`config.mk`:
```
export PLATFORM = sky130hd
export DESIGN_NAME = alu_issue_stage_flat
export DESIGN_NICKNAME = d
export VERILOG_FILES = /design/src/rtl/alu_issue_stage_if.sv /design/src/rtl/alu_issue_stage.sv /design/src/flat_wrapper.sv
export SDC_FILE = /design/constraint.sdc
export NUM_CORES = 1
export LEC_CHECK = 0
export ABC_AREA = 0
export BUFFER_PORTS_ARGS = -buffer_cell sky130_fd_sc_hd__clkbuf_2
export CAP_MARGIN = 40
export CORE_UTILIZATION = 61
export DETAILED_ROUTE_END_ITERATION = 8
export PLACE_DENSITY_LB_ADDON = 0.05
export SETUP_SLACK_MARGIN = 0.4
export SLEW_MARGIN = 40
export SYNTH_ARGS = -nofsm -noshare
export SYNTH_HDL_FRONTEND = slang
export SYNTH_SLANG_ARGS = --single-unit
export TNS_END_PERCENT = 5
```
`constraint.sdc`:
```
create_clock -name clk -period 5.25 [get_ports clk]
set_clock_uncertainty 0.15 [all_clocks]
set_input_delay 0.525 -clock clk [delete_from_list [all_inputs] [get_ports clk]]
set_output_delay 0.525 -clock clk [all_outputs]
set_load 0.005 [all_outputs]
```
`src/rtl/alu_issue_stage_if.sv`:
```
// Command, ALU-side and result signals of the ALU issue/writeback stage.
// slave is the stage's own view; master is the view of whatever surrounds it.
interface alu_issue_stage_if;
  logic        cmd_valid;
  logic        cmd_ready;
  logic [2:0]  cmd_op;
  logic [2:0]  cmd_rd;
  logic [2:0]  cmd_rs1;
  logic [2:0]  cmd_rs2;
  logic        cmd_use_imm;
  logic [31:0] cmd_imm;
  logic [31:0] alu_operand1;
  logic [31:0] alu_operand2;
  logic [2:0]  alu_aluop;
  logic [31:0] alu_result;
  logic        alu_overflow;
  logic        ovf_clr;
  logic        res_valid;
  logic [2:0]  res_rd;
  logic [31:0] res_data;
  logic        res_overflow;
  logic        ovf_sticky;

  modport slave (
    input  cmd_valid, cmd_op, cmd_rd, cmd_rs1, cmd_rs2, cmd_use_imm, cmd_imm,
    input  alu_result, alu_overflow, ovf_clr,
    output cmd_ready, alu_operand1, alu_operand2, alu_aluop,
    output res_valid, res_rd, res_data, res_overflow, ovf_sticky
  );

  modport master (
    output cmd_valid, cmd_op, cmd_rd, cmd_rs1, cmd_rs2, cmd_use_imm, cmd_imm,
    output alu_result, alu_overflow, ovf_clr,
    input  cmd_ready, alu_operand1, alu_operand2, alu_aluop,
    input  res_valid, res_rd, res_data, res_overflow, ovf_sticky
  );
endinterface

```
`src/rtl/alu_issue_stage.sv`:
```
// Issue/writeback stage around an external combinational ALU: accept edge N, result at edge N+1.
// cmd_ready depends only on state; it drops while halted on overflow until ovf_clr.
module alu_issue_stage #(
  parameter bit HALT_ON_OVF = 1'b1
) (
  input  logic             clk,
  input  logic             rst_n,
  alu_issue_stage_if.slave io
);
  typedef enum logic {ST_RUN = 1'b0, ST_HALT = 1'b1} state_t;

  state_t      state_q, state_d;
  logic [31:0] rf_q [8];
  logic [31:0] op1_q, op1_d, op2_q, op2_d;
  logic [2:0]  aluop_q, aluop_d;
  logic [2:0]  ex_rd_q, ex_rd_d;
  logic        ex_vld_q, ex_vld_d;
  logic        res_vld_q, res_vld_d;
  logic [2:0]  res_rd_q, res_rd_d;
  logic [31:0] res_dat_q, res_dat_d;
  logic        res_ovf_q, res_ovf_d;
  logic        sticky_q, sticky_d;
  logic        accept, ovf_wb, fwd1, fwd2;

  always_comb begin
    accept    = io.cmd_valid && (state_q == ST_RUN);
    ovf_wb    = ex_vld_q && io.alu_overflow;
    // The instruction in EX writes back on the same edge we read, so bypass its result.
    fwd1      = ex_vld_q && (io.cmd_rs1 == ex_rd_q);
    fwd2      = ex_vld_q && (io.cmd_rs2 == ex_rd_q);

    op1_d     = op1_q;
    op2_d     = op2_q;
    aluop_d   = aluop_q;
    ex_rd_d   = ex_rd_q;
    ex_vld_d  = accept;
    if (accept) begin
      op1_d   = fwd1 ? io.alu_result : rf_q[io.cmd_rs1];
      if (io.cmd_use_imm) begin
        op2_d = io.cmd_imm;
      end else begin
        op2_d = fwd2 ? io.alu_result : rf_q[io.cmd_rs2];
      end
      aluop_d = io.cmd_op;
      ex_rd_d = io.cmd_rd;
    end

    res_vld_d = ex_vld_q;
    res_rd_d  = res_rd_q;
    res_dat_d = res_dat_q;
    res_ovf_d = res_ovf_q;
    if (ex_vld_q) begin
      res_rd_d  = ex_rd_q;
      res_dat_d = io.alu_result;
      res_ovf_d = io.alu_overflow;
    end

    // A set on the same edge as a clear takes priority.
    sticky_d = sticky_q;
    if (ovf_wb) begin
      sticky_d = 1'b1;
    end else if (io.ovf_clr) begin
      sticky_d = 1'b0;
    end

    state_d = state_q;
    if (ovf_wb && HALT_ON_OVF) begin
      state_d = ST_HALT;
    end else if (io.ovf_clr) begin
      state_d = ST_RUN;
    end
  end

  always_ff @(posedge clk or negedge rst_n) begin
    if (!rst_n) begin
      state_q   <= ST_RUN;
      op1_q     <= '0;
      op2_q     <= '0;
      aluop_q   <= '0;
      ex_rd_q   <= '0;
      ex_vld_q  <= 1'b0;
      res_vld_q <= 1'b0;
      res_rd_q  <= '0;
      res_dat_q <= '0;
      res_ovf_q <= 1'b0;
      sticky_q  <= 1'b0;
    end else begin
      state_q   <= state_d;
      op1_q     <= op1_d;
      op2_q     <= op2_d;
      aluop_q   <= aluop_d;
      ex_rd_q   <= ex_rd_d;
      ex_vld_q  <= ex_vld_d;
      res_vld_q <= res_vld_d;
      res_rd_q  <= res_rd_d;
      res_dat_q <= res_dat_d;
      res_ovf_q <= res_ovf_d;
      sticky_q  <= sticky_d;
    end
  end

  always_ff @(posedge clk or negedge rst_n) begin
    if (!rst_n) begin
      for (int i = 0; i < 8; i++) begin
        rf_q[i] <= '0;
      end
    end else if (ex_vld_q) begin
      rf_q[ex_rd_q] <= io.alu_result;
    end
  end

  assign io.cmd_ready    = (state_q == ST_RUN);
  assign io.alu_operand1 = op1_q;
  assign io.alu_operand2 = op2_q;
  assign io.alu_aluop    = aluop_q;
  assign io.res_valid    = res_vld_q;
  assign io.res_rd       = res_rd_q;
  assign io.res_data     = res_dat_q;
  assign io.res_overflow = res_ovf_q;
  assign io.ovf_sticky   = sticky_q;
endmodule

```
`src/flat_wrapper.sv`:
```
// flat-port wrapper written by rule: the top's interface ports become plain ports
module alu_issue_stage_flat 
#(
  parameter bit HALT_ON_OVF = 1'b1
)
  (clk, rst_n, io_cmd_valid, io_cmd_op, io_cmd_rd, io_cmd_rs1, io_cmd_rs2, io_cmd_use_imm, io_cmd_imm, io_alu_result, io_alu_overflow, io_ovf_clr, io_cmd_ready, io_alu_operand1, io_alu_operand2, io_alu_aluop, io_res_valid, io_res_rd, io_res_data, io_res_overflow, io_ovf_sticky);
  alu_issue_stage_if io_i ();
  input  logic clk;
  input  logic rst_n;
  input wire logic [$bits(io_i.cmd_valid)-1:0] io_cmd_valid;
  input wire logic [$bits(io_i.cmd_op)-1:0] io_cmd_op;
  input wire logic [$bits(io_i.cmd_rd)-1:0] io_cmd_rd;
  input wire logic [$bits(io_i.cmd_rs1)-1:0] io_cmd_rs1;
  input wire logic [$bits(io_i.cmd_rs2)-1:0] io_cmd_rs2;
  input wire logic [$bits(io_i.cmd_use_imm)-1:0] io_cmd_use_imm;
  input wire logic [$bits(io_i.cmd_imm)-1:0] io_cmd_imm;
  input wire logic [$bits(io_i.alu_result)-1:0] io_alu_result;
  input wire logic [$bits(io_i.alu_overflow)-1:0] io_alu_overflow;
  input wire logic [$bits(io_i.ovf_clr)-1:0] io_ovf_clr;
  output wire logic [$bits(io_i.cmd_ready)-1:0] io_cmd_ready;
  output wire logic [$bits(io_i.alu_operand1)-1:0] io_alu_operand1;
  output wire logic [$bits(io_i.alu_operand2)-1:0] io_alu_operand2;
  output wire logic [$bits(io_i.alu_aluop)-1:0] io_alu_aluop;
  output wire logic [$bits(io_i.res_valid)-1:0] io_res_valid;
  output wire logic [$bits(io_i.res_rd)-1:0] io_res_rd;
  output wire logic [$bits(io_i.res_data)-1:0] io_res_data;
  output wire logic [$bits(io_i.res_overflow)-1:0] io_res_overflow;
  output wire logic [$bits(io_i.ovf_sticky)-1:0] io_ovf_sticky;
  assign io_i.cmd_valid = io_cmd_valid;
  assign io_i.cmd_op = io_cmd_op;
  assign io_i.cmd_rd = io_cmd_rd;
  assign io_i.cmd_rs1 = io_cmd_rs1;
  assign io_i.cmd_rs2 = io_cmd_rs2;
  assign io_i.cmd_use_imm = io_cmd_use_imm;
  assign io_i.cmd_imm = io_cmd_imm;
  assign io_i.alu_result = io_alu_result;
  assign io_i.alu_overflow = io_alu_overflow;
  assign io_i.ovf_clr = io_ovf_clr;
  assign io_cmd_ready = io_i.cmd_ready;
  assign io_alu_operand1 = io_i.alu_operand1;
  assign io_alu_operand2 = io_i.alu_operand2;
  assign io_alu_aluop = io_i.alu_aluop;
  assign io_res_valid = io_i.res_valid;
  assign io_res_rd = io_i.res_rd;
  assign io_res_data = io_i.res_data;
  assign io_res_overflow = io_i.res_overflow;
  assign io_ovf_sticky = io_i.ovf_sticky;
  alu_issue_stage #(.HALT_ON_OVF(HALT_ON_OVF)) u_core (.clk(clk), .rst_n(rst_n), .io(io_i));
endmodule
```
==> results.txt <==
The logs give 0 for the final setup violation count and 28.70 mm for the sum of net half-perimeters after detailed placement. For the remaining antenna violation count after routing, the log shows 0. Measured along the y axis, the die boundary spans 174.6 um. The floorplan step defined a die boundary enclosing 0.03049 sq mm. In this run the clock root is driven by a sky130_fd_sc_hd__clkbuf_16.

After floorplanning, the core was sized to cover 0.02901 sq mm. The ratio of cells with drive above 1 in the final layout is 41.56%, and the number of instances in the synthesized netlist is 1,329. The ratio of final minimum period to clock period is 60.15%, and the maximum VDD drop is 0.3918 mV. The number of antenna diodes in the final layout is 0.

The I/O pin count is 188, and the via count is 12,390. The number of design rule violations left after detail routing is 0, and the standby leakage power is 9.144 nW. The synthesized netlist net count is 1,411, and the detailed-route wire length is 47.88 mm.

The layout overhead on the synthesized area works out to 13.53%. The level count of the clock H-tree came out at 2. The tools report the DRC marker count from the first detailed-route iteration as 1,173. During synthesis, Yosys emitted a total of 0 warnings. TritonCTS built the clock tree. For the worst flop-to-flop path, the logic depth is 5. The initial utilization of the core area, before any placement, comes to 62.64%. Setup repair after global routing left no endpoint under its margin. The clock slew at the register clock pins of the worst setup and hold paths works out to 60 ps. After filler insertion, the fill cell instance count of the layout stands at 2,032. In this run the horizontal extent of the chip is 174.6 um. For the finished layout, the period the worst path requires is 3158 ps. Number of port buffers: 187. The number of global-route vias before repair came out at 12,760. The post-synthesis area per instance is 13.67 sq um, and the first-pass iteration count of the detailed router is 5. Origin of the worst min-delay path: io_cmd_rd[2]. The global-route usage over all layers is 32.80%, and the final weighted congestion in routability-driven placement is 0.7991.

Measured against its own limit, the worst slew margin works out to 44.30%. The initialized floorplan defines 62 standard-cell rows. The logs give 5530 ps for the required time reported for the critical path endpoint and 3440 ps for the arrival time of data at the critical path endpoint. The flow ran to the end, and the final reports show no timing, DRC or antenna violations. The logs give 0.01817 sq mm for the cell area after synthesis and 32 for the number of distinct library cell variants in the gate-level netlist after synthesis. The tools report the critical register-to-register path endpoint as u_core.io.alu_operand1[0]. The total count of hold-check failures in the final report is 0, and the cell area power density is 525.3 mW/mm^2. The worst register-to-register path has a setup slack of 2090 ps. The critical register-to-register path startpoint was u_core.ex_vld_q. The tools report the startpoint class of the critical path as a flop. The type of the worst setup path is reg -> reg. The number of pins with negative max-slew slack in the final report was 0; the max-capacitance violation count was 0. Cells fill 71.11% of the core in the end. In this run the deepest clock path goes through 3 buffers. Of the synthesized area, sequential elements account for 50.26%. The start point of the critical path was u_core.ex_vld_q. The number of antenna violations at the first check in global routing was 0; the mean routed wirelength per cell was 25.36 um.

The total clock buffers created by CTS was 39; the net count reported at finish was 1,563. Along the worst hold path, the cell count comes to 3. In this run the worst path has a maximum fanout of 30. The logs give 75.13 mm for the first-pass GRT wire length and 530 ps for the source-to-sink clock delay at the later pin of the worst-skew pair. STA classifies the critical path endpoint as a flop. The buffer count from post-CTS setup fixing came out at 0. Average vias per placed instance: 6.561.

Global routing finished with a remaining overflow of 0. Based on the critical path, the design can be clocked at up to 0.3167 GHz. The tools report the endpoint of the worst setup timing path as u_core.io.alu_operand1[0]. The clock drives 365 sinks. The type of the tightest min-delay check is in -> reg. The actual transition at the worst max-transition pin was 832.8 ps. Synthesis inferred 365 register bits.

The pin count of the biggest net entering global routing is 131, and the post-route setup TNS is 0 ps.
## registers in the layout, indices dropped and copies added (netlist names)
| register | cells |
|---|---|
| u_core.io.alu_operand1 | 32 |
| u_core.io.alu_aluop | 3 |
| u_core.io.ovf_sticky | 1 |
| u_core.rf_q | 256 |
| u_core.io.res_overflow | 1 |
| u_core.io.alu_operand2 | 32 |
| u_core.ex_vld_q | 1 |
| u_core.io.res_valid | 1 |
| u_core.io.res_data | 32 |
| u_core.io.res_rd | 3 |
| u_core.ex_rd_q | 3 |
## cell usage in the layout (no fill, tap or decap), drive strengths merged
master and instances:
mux4 128, nand3b 1, clkbuf 237, nand2b 2, clkinv 9, o41ai 1
or4bb 32, inv 37, nand2 180, nor3 2, o21ai 163, mux2 162
a221oi 32, o221ai 32, o41a 1, or4 1, nand4bb 1, dlygate4sd3 1
buf 39, mux2i 64, nand4 1, nor4 1, xor2 6, nand4b 3
dfrtp 365, nor3b 3
## critical path, cell delays in order (launching register included)
cell	delay [ps]
sky130_fd_sc_hd__dfrtp_2	870
sky130_fd_sc_hd__buf_4	430
sky130_fd_sc_hd__nand3b_1	150
sky130_fd_sc_hd__or4_2	790
sky130_fd_sc_hd__buf_4	410
sky130_fd_sc_hd__o221ai_1	260
## layout make-up
type	count	area (sq um)	share of cell area [%]
Clock buffer	55	1179	5.713
Tap cell	384	480.5	2.329
Inverter	37	138.9	0.6731
Timing Repair Buffer	222	1252	6.070
Clock inverter	9	45.04	0.2183
Sequential cell	365	9135	44.28
Multi-Input combinational cell	816	8402	40.72
## per-stage QoR
stage / setup WS, ps / instance area [sq um] / total power, W / cells / hold slack (ps)
4_1_cts: 2057 / 20630 / 0.01087 / 1888 / 41.89
5_1_grt: 1934 / 20630 / 0.01145 / 1888 / 63.13
3_5_place_dp: 2091 / 19400 / 0.008198 / 1823 / 314.3
6_report: 2092 / 20630 / 0.01084 / 1888 / 53.83
3_3_place_gp: 2162 / 19380 / 0.008032 / 1822 / 310.9
2_1_floorplan: 3212 / 18170 / 0.007105 / 1329 / 79.41
## cells in the mapped netlist
| cell type | number | area [sq um] |
|---|---|---|
| sky130_fd_sc_hd__a221oi_2 | 30 | 450.4 |
| sky130_fd_sc_hd__o221ai_1 | 2 | 17.52 |
| sky130_fd_sc_hd__or4_1 | 1 | 7.510 |
| sky130_fd_sc_hd__dfrtp_1 | 365 | 9134 |
| sky130_fd_sc_hd__nand4_1 | 1 | 6.260 |
| sky130_fd_sc_hd__nor3_2 | 2 | 20.02 |
| sky130_fd_sc_hd__nand4bb_1 | 1 | 11.26 |
| sky130_fd_sc_hd__o21ai_1 | 2 | 10.01 |
| sky130_fd_sc_hd__or4bb_1 | 32 | 360.4 |
| sky130_fd_sc_hd__o41ai_2 | 1 | 16.27 |
| sky130_fd_sc_hd__buf_1 | 10 | 37.54 |
| sky130_fd_sc_hd__inv_1 | 37 | 138.9 |
| sky130_fd_sc_hd__clkbuf_1 | 43 | 161.4 |
| sky130_fd_sc_hd__mux2_2 | 146 | 1644 |
| sky130_fd_sc_hd__nor3b_2 | 2 | 25.02 |
| sky130_fd_sc_hd__xor2_1 | 6 | 52.55 |
| sky130_fd_sc_hd__nor4_2 | 1 | 12.51 |
| sky130_fd_sc_hd__buf_2 | 40 | 200.2 |
| sky130_fd_sc_hd__o221ai_2 | 30 | 450.4 |
| sky130_fd_sc_hd__mux4_2 | 128 | 2883 |
| sky130_fd_sc_hd__o21ai_0 | 161 | 805.8 |
| sky130_fd_sc_hd__nand2_1 | 180 | 675.7 |
| sky130_fd_sc_hd__nand4b_1 | 3 | 26.28 |
| sky130_fd_sc_hd__nor3b_1 | 1 | 7.510 |
| sky130_fd_sc_hd__mux2i_1 | 64 | 640.6 |
| sky130_fd_sc_hd__o41a_1 | 1 | 11.26 |
| sky130_fd_sc_hd__buf_6 | 4 | 45.04 |
| sky130_fd_sc_hd__mux2_1 | 16 | 180.2 |
| sky130_fd_sc_hd__buf_4 | 14 | 105.1 |
| sky130_fd_sc_hd__nand2b_1 | 2 | 12.51 |
| sky130_fd_sc_hd__nand3b_1 | 1 | 7.510 |
| sky130_fd_sc_hd__a221oi_1 | 2 | 17.52 |
## worst min-delay path by stage
| stage | slack (ps) | endpoint |
|---|---|---|
| after floorplan | 80 | u_core.ex_rd_q[0] |
| after detailed placement | 310 | u_core.io.alu_aluop[2] |
| after CTS | 40 | u_core.io.alu_aluop[1] |
| after global routing | 60 | u_core.io.alu_aluop[2] |
| final | 50 | u_core.ex_rd_q[2] |
| after global placement | 310 | u_core.io.alu_aluop[1] |
## metal layers
| layer | wire (um) | vias to the layer above | global-route usage, % |
|---|---|---|---|
| met3 | 3341 | 96 | 5.940 |
| li1 | - | 5300 | - |
| met4 | 1373 | 0 | 10.72 |
| met5 | 0 | - | 0 |
| met1 | 20300 | 6496 | 46.54 |
| met2 | 22870 | 496 | 52.01 |
## where the power goes
group	total (W)	switching (W)	internal, W	leakage [nW]
Sequential	0.00508	0.000999	0.00408	4.31
Combinational	0.00312	0.00125	0.00187	4.21
Clock	0.00264	0.00109	0.00155	0.617
## cells by family (layout without fill, tap and decap cells)
kind of cell / Yosys count / in the layout / share of synthesized area [%]
compound gates: 229 / 229 / 9.790
xor+xnor: 6 / 6 / 0.2892
buf+inv: 148 / 323 / 3.787
flops: 365 / 365 / 50.26
mux: 354 / 354 / 29.43
simple gates: 227 / 227 / 6.451
## timing repair
action	4_1_cts	5_1_grt
hold buffers	1	0
gates resized for setup	0	0
endpoints found under the hold margin	86	0
Power figures use the tool's default switching activity.
